[config.mk]
export PLATFORM = sky130hd
export DESIGN_NAME = ccip_vec_add_engine
export DESIGN_NICKNAME = d
export VERILOG_FILES = /design/src/rtl/ccip_vec_add_engine.sv
export SDC_FILE = /design/constraint.sdc
export NUM_CORES = 2
export LEC_CHECK = 0
export CELL_PAD_IN_SITES_DETAIL_PLACEMENT = 0
export CELL_PAD_IN_SITES_GLOBAL_PLACEMENT = 1
export CORE_ASPECT_RATIO = 0.8
export CORE_UTILIZATION = 48
export CTS_CLUSTER_DIAMETER = 150
export CTS_CLUSTER_SIZE = 25
export DETAILED_ROUTE_END_ITERATION = 6
export PLACE_DENSITY_LB_ADDON = 0.1
export SLEW_MARGIN = 20
export SYNTH_ARGS = -nofsm -noshare
export SYNTH_HDL_FRONTEND = slang
export SYNTH_SLANG_ARGS = --single-unit
[constraint.sdc]
create_clock -name clk -period 23.7 [get_ports clk]
set_clock_uncertainty 0.2 [all_clocks]
set_input_delay 3.555 -clock clk [delete_from_list [all_inputs] [get_ports clk]]
set_output_delay 3.555 -clock clk [all_outputs]
set_load 0.05 [all_outputs]
[src/rtl/ccip_vec_add_engine.sv]
// Streaming lane-wise vector adder AFU core on flat CCI-P ports.
// Reads src lines (A|B), writes A+B result lines to dst, with CSRs.
module ccip_vec_add_engine #(
   parameter int           OPERAND_W       = 32,
   parameter int           MAX_OUTSTANDING = 8,
   parameter logic [127:0] AFU_ID          = 128'h0
) (
   input  logic         clk,
   input  logic         reset_n,
   input  logic         mmio_wr_valid,
   input  logic         mmio_rd_valid,
   input  logic [15:0]  mmio_addr,
   input  logic [8:0]   mmio_tid,
   input  logic [63:0]  mmio_wdata,
   output logic         mmio_rsp_valid,
   output logic [8:0]   mmio_rsp_tid,
   output logic [63:0]  mmio_rsp_data,
   input  logic         c0_almfull,
   output logic         c0_req_valid,
   output logic [41:0]  c0_req_addr,
   output logic [15:0]  c0_req_mdata,
   input  logic         c0_rsp_valid,
   input  logic [15:0]  c0_rsp_mdata,
   input  logic [511:0] c0_rsp_data,
   input  logic         c1_almfull,
   output logic         c1_req_valid,
   output logic [41:0]  c1_req_addr,
   output logic [15:0]  c1_req_mdata,
   output logic [511:0] c1_req_data,
   input  logic         c1_rsp_valid
);
   localparam int LANES = 256 / OPERAND_W;
   localparam int SW    = $clog2(MAX_OUTSTANDING);
   localparam int PW    = $clog2(LANES + 1);
   localparam logic [SW:0] MAXS = (SW+1)'(MAX_OUTSTANDING);

   localparam logic [1:0] S_IDLE  = 2'd0;
   localparam logic [1:0] S_RUN   = 2'd1;
   localparam logic [1:0] S_DRAIN = 2'd2;
   localparam logic [1:0] S_DONE  = 2'd3;

   logic [1:0]  state;
   logic [41:0] src, dst;
   logic [15:0] num_lines, issued, lines_done;
   logic [63:0] ovf_count;
   logic        sat, done, active, start, issue_rd;
   logic [SW:0] slots;

   logic           st_valid;
   logic [255:0]   st_res;
   logic [15:0]    st_tag;
   logic [PW-1:0]  st_pop, pop;
   logic [LANES-1:0] carry;
   logic [255:0]   lane_sum;

   logic [255:0] fifo_res [MAX_OUTSTANDING];
   logic [15:0]  fifo_tag [MAX_OUTSTANDING];
   logic [SW:0]  wp, rp;
   logic         empty, full;
   logic [63:0]  rd_data;
   logic [64:0]  ovf_sum;
   logic         unused_bits;

   assign unused_bits = ^mmio_wdata[63:42];
   assign active = (state == S_RUN) || (state == S_DRAIN);
   assign start  = mmio_wr_valid && (mmio_addr == 16'h16) &&
                   (state == S_IDLE) && mmio_wdata[0];
   assign issue_rd = (state == S_RUN) && (issued < num_lines) &&
                     !c0_almfull && (slots < MAXS);

   assign c0_req_valid = issue_rd;
   assign c0_req_addr  = issue_rd ? src + 42'(issued) : '0;
   assign c0_req_mdata = issue_rd ? issued : '0;

   assign empty = (wp == rp);
   assign full  = (wp[SW] != rp[SW]) && (wp[SW-1:0] == rp[SW-1:0]);

   assign c1_req_valid = !empty && !c1_almfull;
   assign c1_req_mdata = c1_req_valid ? fifo_tag[rp[SW-1:0]] : '0;
   assign c1_req_addr  = c1_req_valid ? dst + 42'(c1_req_mdata) : '0;
   assign c1_req_data  = c1_req_valid ?
                         {256'b0, fifo_res[rp[SW-1:0]]} : '0;

   for (genvar i = 0; i < LANES; i++) begin : g_lane
      logic [OPERAND_W:0] s;
      assign s = {1'b0, c0_rsp_data[i*OPERAND_W +: OPERAND_W]} +
                 {1'b0, c0_rsp_data[256 + i*OPERAND_W +: OPERAND_W]};
      assign carry[i] = s[OPERAND_W];
      assign lane_sum[i*OPERAND_W +: OPERAND_W] =
         (sat && carry[i]) ? {OPERAND_W{1'b1}} : s[OPERAND_W-1:0];
   end

   always_comb begin
      pop = '0;
      for (int i = 0; i < LANES; i++) pop = pop + PW'(carry[i]);
   end

   assign ovf_sum = {1'b0, ovf_count} + 65'(st_pop);

   always_ff @(posedge clk or negedge reset_n) begin
      if (!reset_n) begin
         st_valid <= 1'b0;
         st_res   <= '0;
         st_tag   <= '0;
         st_pop   <= '0;
      end else begin
         st_valid <= c0_rsp_valid && active;
         st_res   <= lane_sum;
         st_tag   <= c0_rsp_mdata;
         st_pop   <= pop;
      end
   end

   always_ff @(posedge clk) begin
      if (st_valid) begin
         fifo_res[wp[SW-1:0]] <= st_res;
         fifo_tag[wp[SW-1:0]] <= st_tag;
      end
   end

   // Slot accounting makes a push to a full FIFO impossible.
   always_ff @(posedge clk) begin
      if (reset_n && st_valid) assert (!full);
   end

   always_ff @(posedge clk or negedge reset_n) begin
      if (!reset_n) begin
         wp    <= '0;
         rp    <= '0;
         slots <= '0;
      end else begin
         if (st_valid) wp <= wp + 1'b1;
         if (c1_req_valid) rp <= rp + 1'b1;
         if (issue_rd && !c1_req_valid) slots <= slots + 1'b1;
         else if (!issue_rd && c1_req_valid) slots <= slots - 1'b1;
      end
   end

   always_ff @(posedge clk or negedge reset_n) begin
      if (!reset_n) begin
         src       <= '0;
         dst       <= '0;
         num_lines <= '0;
      end else if (mmio_wr_valid && state == S_IDLE) begin
         if (mmio_addr == 16'h10) src <= mmio_wdata[41:0];
         if (mmio_addr == 16'h12) dst <= mmio_wdata[41:0];
         if (mmio_addr == 16'h14) num_lines <= mmio_wdata[15:0];
      end
   end

   always_ff @(posedge clk or negedge reset_n) begin
      if (!reset_n) begin
         state      <= S_IDLE;
         sat        <= 1'b0;
         done       <= 1'b0;
         issued     <= '0;
         lines_done <= '0;
         ovf_count  <= '0;
      end else begin
         if (issue_rd) issued <= issued + 1'b1;
         if (c1_rsp_valid && active) lines_done <= lines_done + 1'b1;
         if (st_valid) ovf_count <= ovf_sum[64] ? '1 : ovf_sum[63:0];
         case (state)
            S_IDLE: if (start) begin
               sat        <= mmio_wdata[1];
               done       <= 1'b0;
               issued     <= '0;
               lines_done <= '0;
               ovf_count  <= '0;
               state      <= (num_lines == 16'd0) ? S_DONE : S_RUN;
            end
            S_RUN:   if (issued == num_lines) state <= S_DRAIN;
            S_DRAIN: if (lines_done == num_lines) state <= S_DONE;
            default: begin
               done  <= 1'b1;
               state <= S_IDLE;
            end
         endcase
      end
   end

   always_comb begin
      rd_data = '0;
      case (mmio_addr)
         16'h00:  rd_data = 64'h1000_0100_0000_0000;
         16'h02:  rd_data = AFU_ID[63:0];
         16'h04:  rd_data = AFU_ID[127:64];
         16'h18:  rd_data = {62'b0, done, state != S_IDLE};
         16'h1A:  rd_data = {48'b0, lines_done};
         16'h1C:  rd_data = ovf_count;
         default: rd_data = '0;
      endcase
   end

   always_ff @(posedge clk or negedge reset_n) begin
      if (!reset_n) begin
         mmio_rsp_valid <= 1'b0;
         mmio_rsp_tid   <= '0;
         mmio_rsp_data  <= '0;
      end else begin
         mmio_rsp_valid <= mmio_rd_valid;
         mmio_rsp_tid   <= mmio_rd_valid ? mmio_tid : '0;
         mmio_rsp_data  <= mmio_rd_valid ? rd_data : '0;
      end
   end
endmodule
==> metrics.yaml <==
floorplanning:
  die-height_um: 450.4
  dieArea_um2: 253400
  start_util_pct: 48.31
  ioPinCount: 1329
  fp.dieW_um: 562.5
  core-area_um2: 249700
  fp-row-count: 164
sta:
  worst_pin_slew_ps: 1224
  setup_tns_ps: 0
  period_needed_ps: 12660
  finalSetupViolCount: 0
  slew_violations: 0
  fmax_ghz: 0.07898
  hold_violations: 0
  fin_crit_sh_pct: 53.42
  rsz0062_at_grt: "no"
  relSlewSlack_pct: 18.41
layout:
  area_growth_pct: 13.92
  mostFrequentLayoutCell: "edfxtp_1"
  finalInstanceArea_um2: 137400
  finalNetCount: 9577
  final_cell_mix: "edfxtp_1, clkdlybuf4s50_1, nor2_1, dfrtp_1, mux4_2"
  drive_gt1_share_pct: 10.42
logic_synthesis:
  synth-compound-area-share_pct: 5.505
  synth_mux_area_share_pct: 13.25
  synth_seq_area_share_pct: 65.84
  async_flop_share_pct: 20.55
  synth_flop_cell: "edfxtp_1"
  synth.avg_cell_area_um2: 15.73
  synth_edf_count: 2176
  synth_simple_gate_area_share_pct: 6.013
  synth_seq_cells: 2739
  synthCells: 7670
  synth_top_family_by_area: "multiplexers"
  synthDistinctLibCells: 93
  synth_adder_area_share_pct: 3.616
  synth_xor_xnor_area_share_pct: 2.715
  syn_area_um2: 120600
  yosys_warnings: 0
detailed_routing:
  via_per_inst: 5.679
  drcViolationCount: 0
  ant_nets: 0
  dr_total_vias: 68421
  routed_wl_mm: 323.9
  wire_per_inst_um: 26.89
  first_pass_iters: 6
  drt_iter0_drc: 5914
run:
  max_cap_viol_count: 0
min_path:
  hold_path.class: "flop to flop"
  holdPathStages: 1
critical_path:
  cp_slowest_cell: "clkdlybuf4s50_1"
  path_max_fanout: 57
  worstPathRequired_ps: 19950
  critPathKind: "primary input to output port"
  max_stage_delay_ps: 860
  cp-end-kind: "output port"
  start_kind: "primary input"
  r2r_cells: 5
  cp.arrival_ps: 8910
  worstPathCellList: "clkdlybuf4s50_1 -> a41o_4 -> buf_4 -> nor2_1 -> ha_1 -> o21ai_0 -> nand2b_1 -> nand2_1 -> nor3b_1 -> a2111o_1 -> a31oi_2 -> nor3b_1 -> xnor2_1 -> nor2_1 -> clkdlybuf4s50_1"
grt:
  met3_usage_pct: 3.229
  grt_pass1_wl_mm: 469.6
  overflow: 0
  grt_antenna_before_repair: 56
  grt.total_usage_pct: 25.24
  grt_pass1_vias: 68501
  grt.met2_usage_pct: 43.04
  grt.met1_usage_pct: 33.99
  grt.busiest_layer: "met2"
  grt_max_degree: 146
placed_design:
  portBuffers: 1050
  place_area_um2: 133900
  gp_congestion: 0.9209
  dp_hpwl_mm: 217.3
clocking:
  path_clk_slew_ps: 100
  cts_root_buf: "clkbuf_16"
  clock_sinks: 2739
  cts-htree-levels: 3
  cts_tree: "done"
  clock_latency_ps: 800
  numCtsBuffers: 119
  cts_setup_buffers: 0
  cts-hold-fix-buffers: 0
  cts_buffer_depth: 3
  cts.repair.resized: 0
run_status:
  status: "completed"
power:
  power_density_nw_per_um2: 106.6
  peakVddDrop_v: 0.00008948
  p_leak_nw: 48.63
## metal layers
layer | up-vias | routed length, um
li1 | 30671 | -
met1 | 35593 | 136000
met2 | 1777 | 164200
met3 | 354 | 14850
met4 | 26 | 8664
met5 | - | 168
## critical path, delay by kind of cell
kind	cells	cell delay [ps]
AO/OA/AOI/OAI	4	1750
XOR/XNOR	1	170
adder cells (fa/ha/maj)	1	390
AND/OR/NAND/NOR	6	910
buffers and inverters	3	2080
## area by class of cell
class / count / area (um^2)
antenna: 17 / 42.54
timing repair buffer: 1141 / 11350
multi-input combinational: 4505 / 38570
clock buffer: 217 / 3410
sequential: 2739 / 79440
fill: 20044 / 112300
clock inverter: 3 / 52.55
inverter: 107 / 401.6
tap: 3320 / 4154
## flip-flops by register name (all words and copies together), names as in the netlist
signal	count
done	1
dst	42
fifo_res	2048
fifo_tag	128
issued	16
lines_done	16
mmio_rsp_data	64
mmio_rsp_tid	9
mmio_rsp_valid	1
num_lines	16
ovf_count	64
rp	4
sat	1
slots	4
src	42
st_pop	4
st_res	256
st_tag	16
st_valid	1
state	2
wp	4
## worst paths after layout
check                           startpoint               end  slack (ps)
worst max register to register    st_valid  fifo_res[3][104]       18970
max in group asynchronous          reset_n           src[21]       16860
worst min register to register       rp[3]             rp[3]         300
min in group asynchronous          reset_n       st_res[166]        2510
worst max-delay path            c1_almfull   c1_req_addr[19]       11040
worst min-delay path                 rp[3]             rp[3]         300
## power breakdown
group | internal (W) | switching [W] | total, W
Clock | 0.000982 | 0.00144 | 0.00242
Combinational | 0.00211 | 0.00361 | 0.00573
Sequential | 0.00611 | 0.000394 | 0.00650
Total | 0.00920 | 0.00545 | 0.0147
## metrics by stage
step	total power (W)	hold WS, ps	util [%]	instances	setup WS [ps]
after detailed placement	0.01245	286.7	53.62	11811	11070
after CTS	0.01484	305.5	55.00	12031	11060
final	0.01465	304.8	55.03	12049	11040
after global routing	0.01529	329.5	55.03	12048	10700
after floorplan	0.01060	242.6	-	7925	3336
after global placement	0.01238	271.5	53.61	11811	11070
## synthesized netlist by cell type (11+ instances only)
master | n | share of area (%)
edfxtp_1 | 2176 | 54
nor2_1 | 567 | 1.8
dfrtp_1 | 563 | 12
mux4_2 | 544 | 10
nand2_1 | 467 | 1.5
a21oi_1 | 329 | 1.4
ha_1 | 323 | 3.4
mux2i_1 | 276 | 2.3
buf_4 | 261 | 1.6
o21ai_0 | 218 | 0.90
xor2_1 | 212 | 1.5
clkbuf_1 | 195 | 0.61
xnor2_1 | 162 | 1.2
a21o_1 | 160 | 1.0
inv_1 | 106 | 0.33
and3_1 | 103 | 0.53
nand3_1 | 91 | 0.38
buf_1 | 90 | 0.28
mux2_2 | 86 | 0.80
nor3_1 | 64 | 0.27
and2_1 | 56 | 0.29
nand4_1 | 51 | 0.26
nand2b_1 | 50 | 0.26
o21a_1 | 44 | 0.27
a211oi_1 | 40 | 0.25
a31oi_1 | 39 | 0.20
o21bai_1 | 37 | 0.23
nor2b_1 | 34 | 0.18
or3_1 | 23 | 0.12
nor4_1 | 22 | 0.11
fa_1 | 16 | 0.27
a22oi_1 | 15 | 0.093
o211ai_1 | 15 | 0.093
a21boi_0 | 13 | 0.081
a311oi_1 | 13 | 0.094
buf_2 | 12 | 0.050
o2111ai_1 | 12 | 0.087
a2111oi_0 | 11 | 0.080
o31ai_1 | 11 | 0.068
## cell families after synthesis
group	Yosys count
buf+inv	681
fa+ha+maj	339
flops	2739
compound gates	1047
xor+xnor	374
other cells	1
mux	906
simple gates	1583
Note: power is estimated with default switching activity, not from simulation.
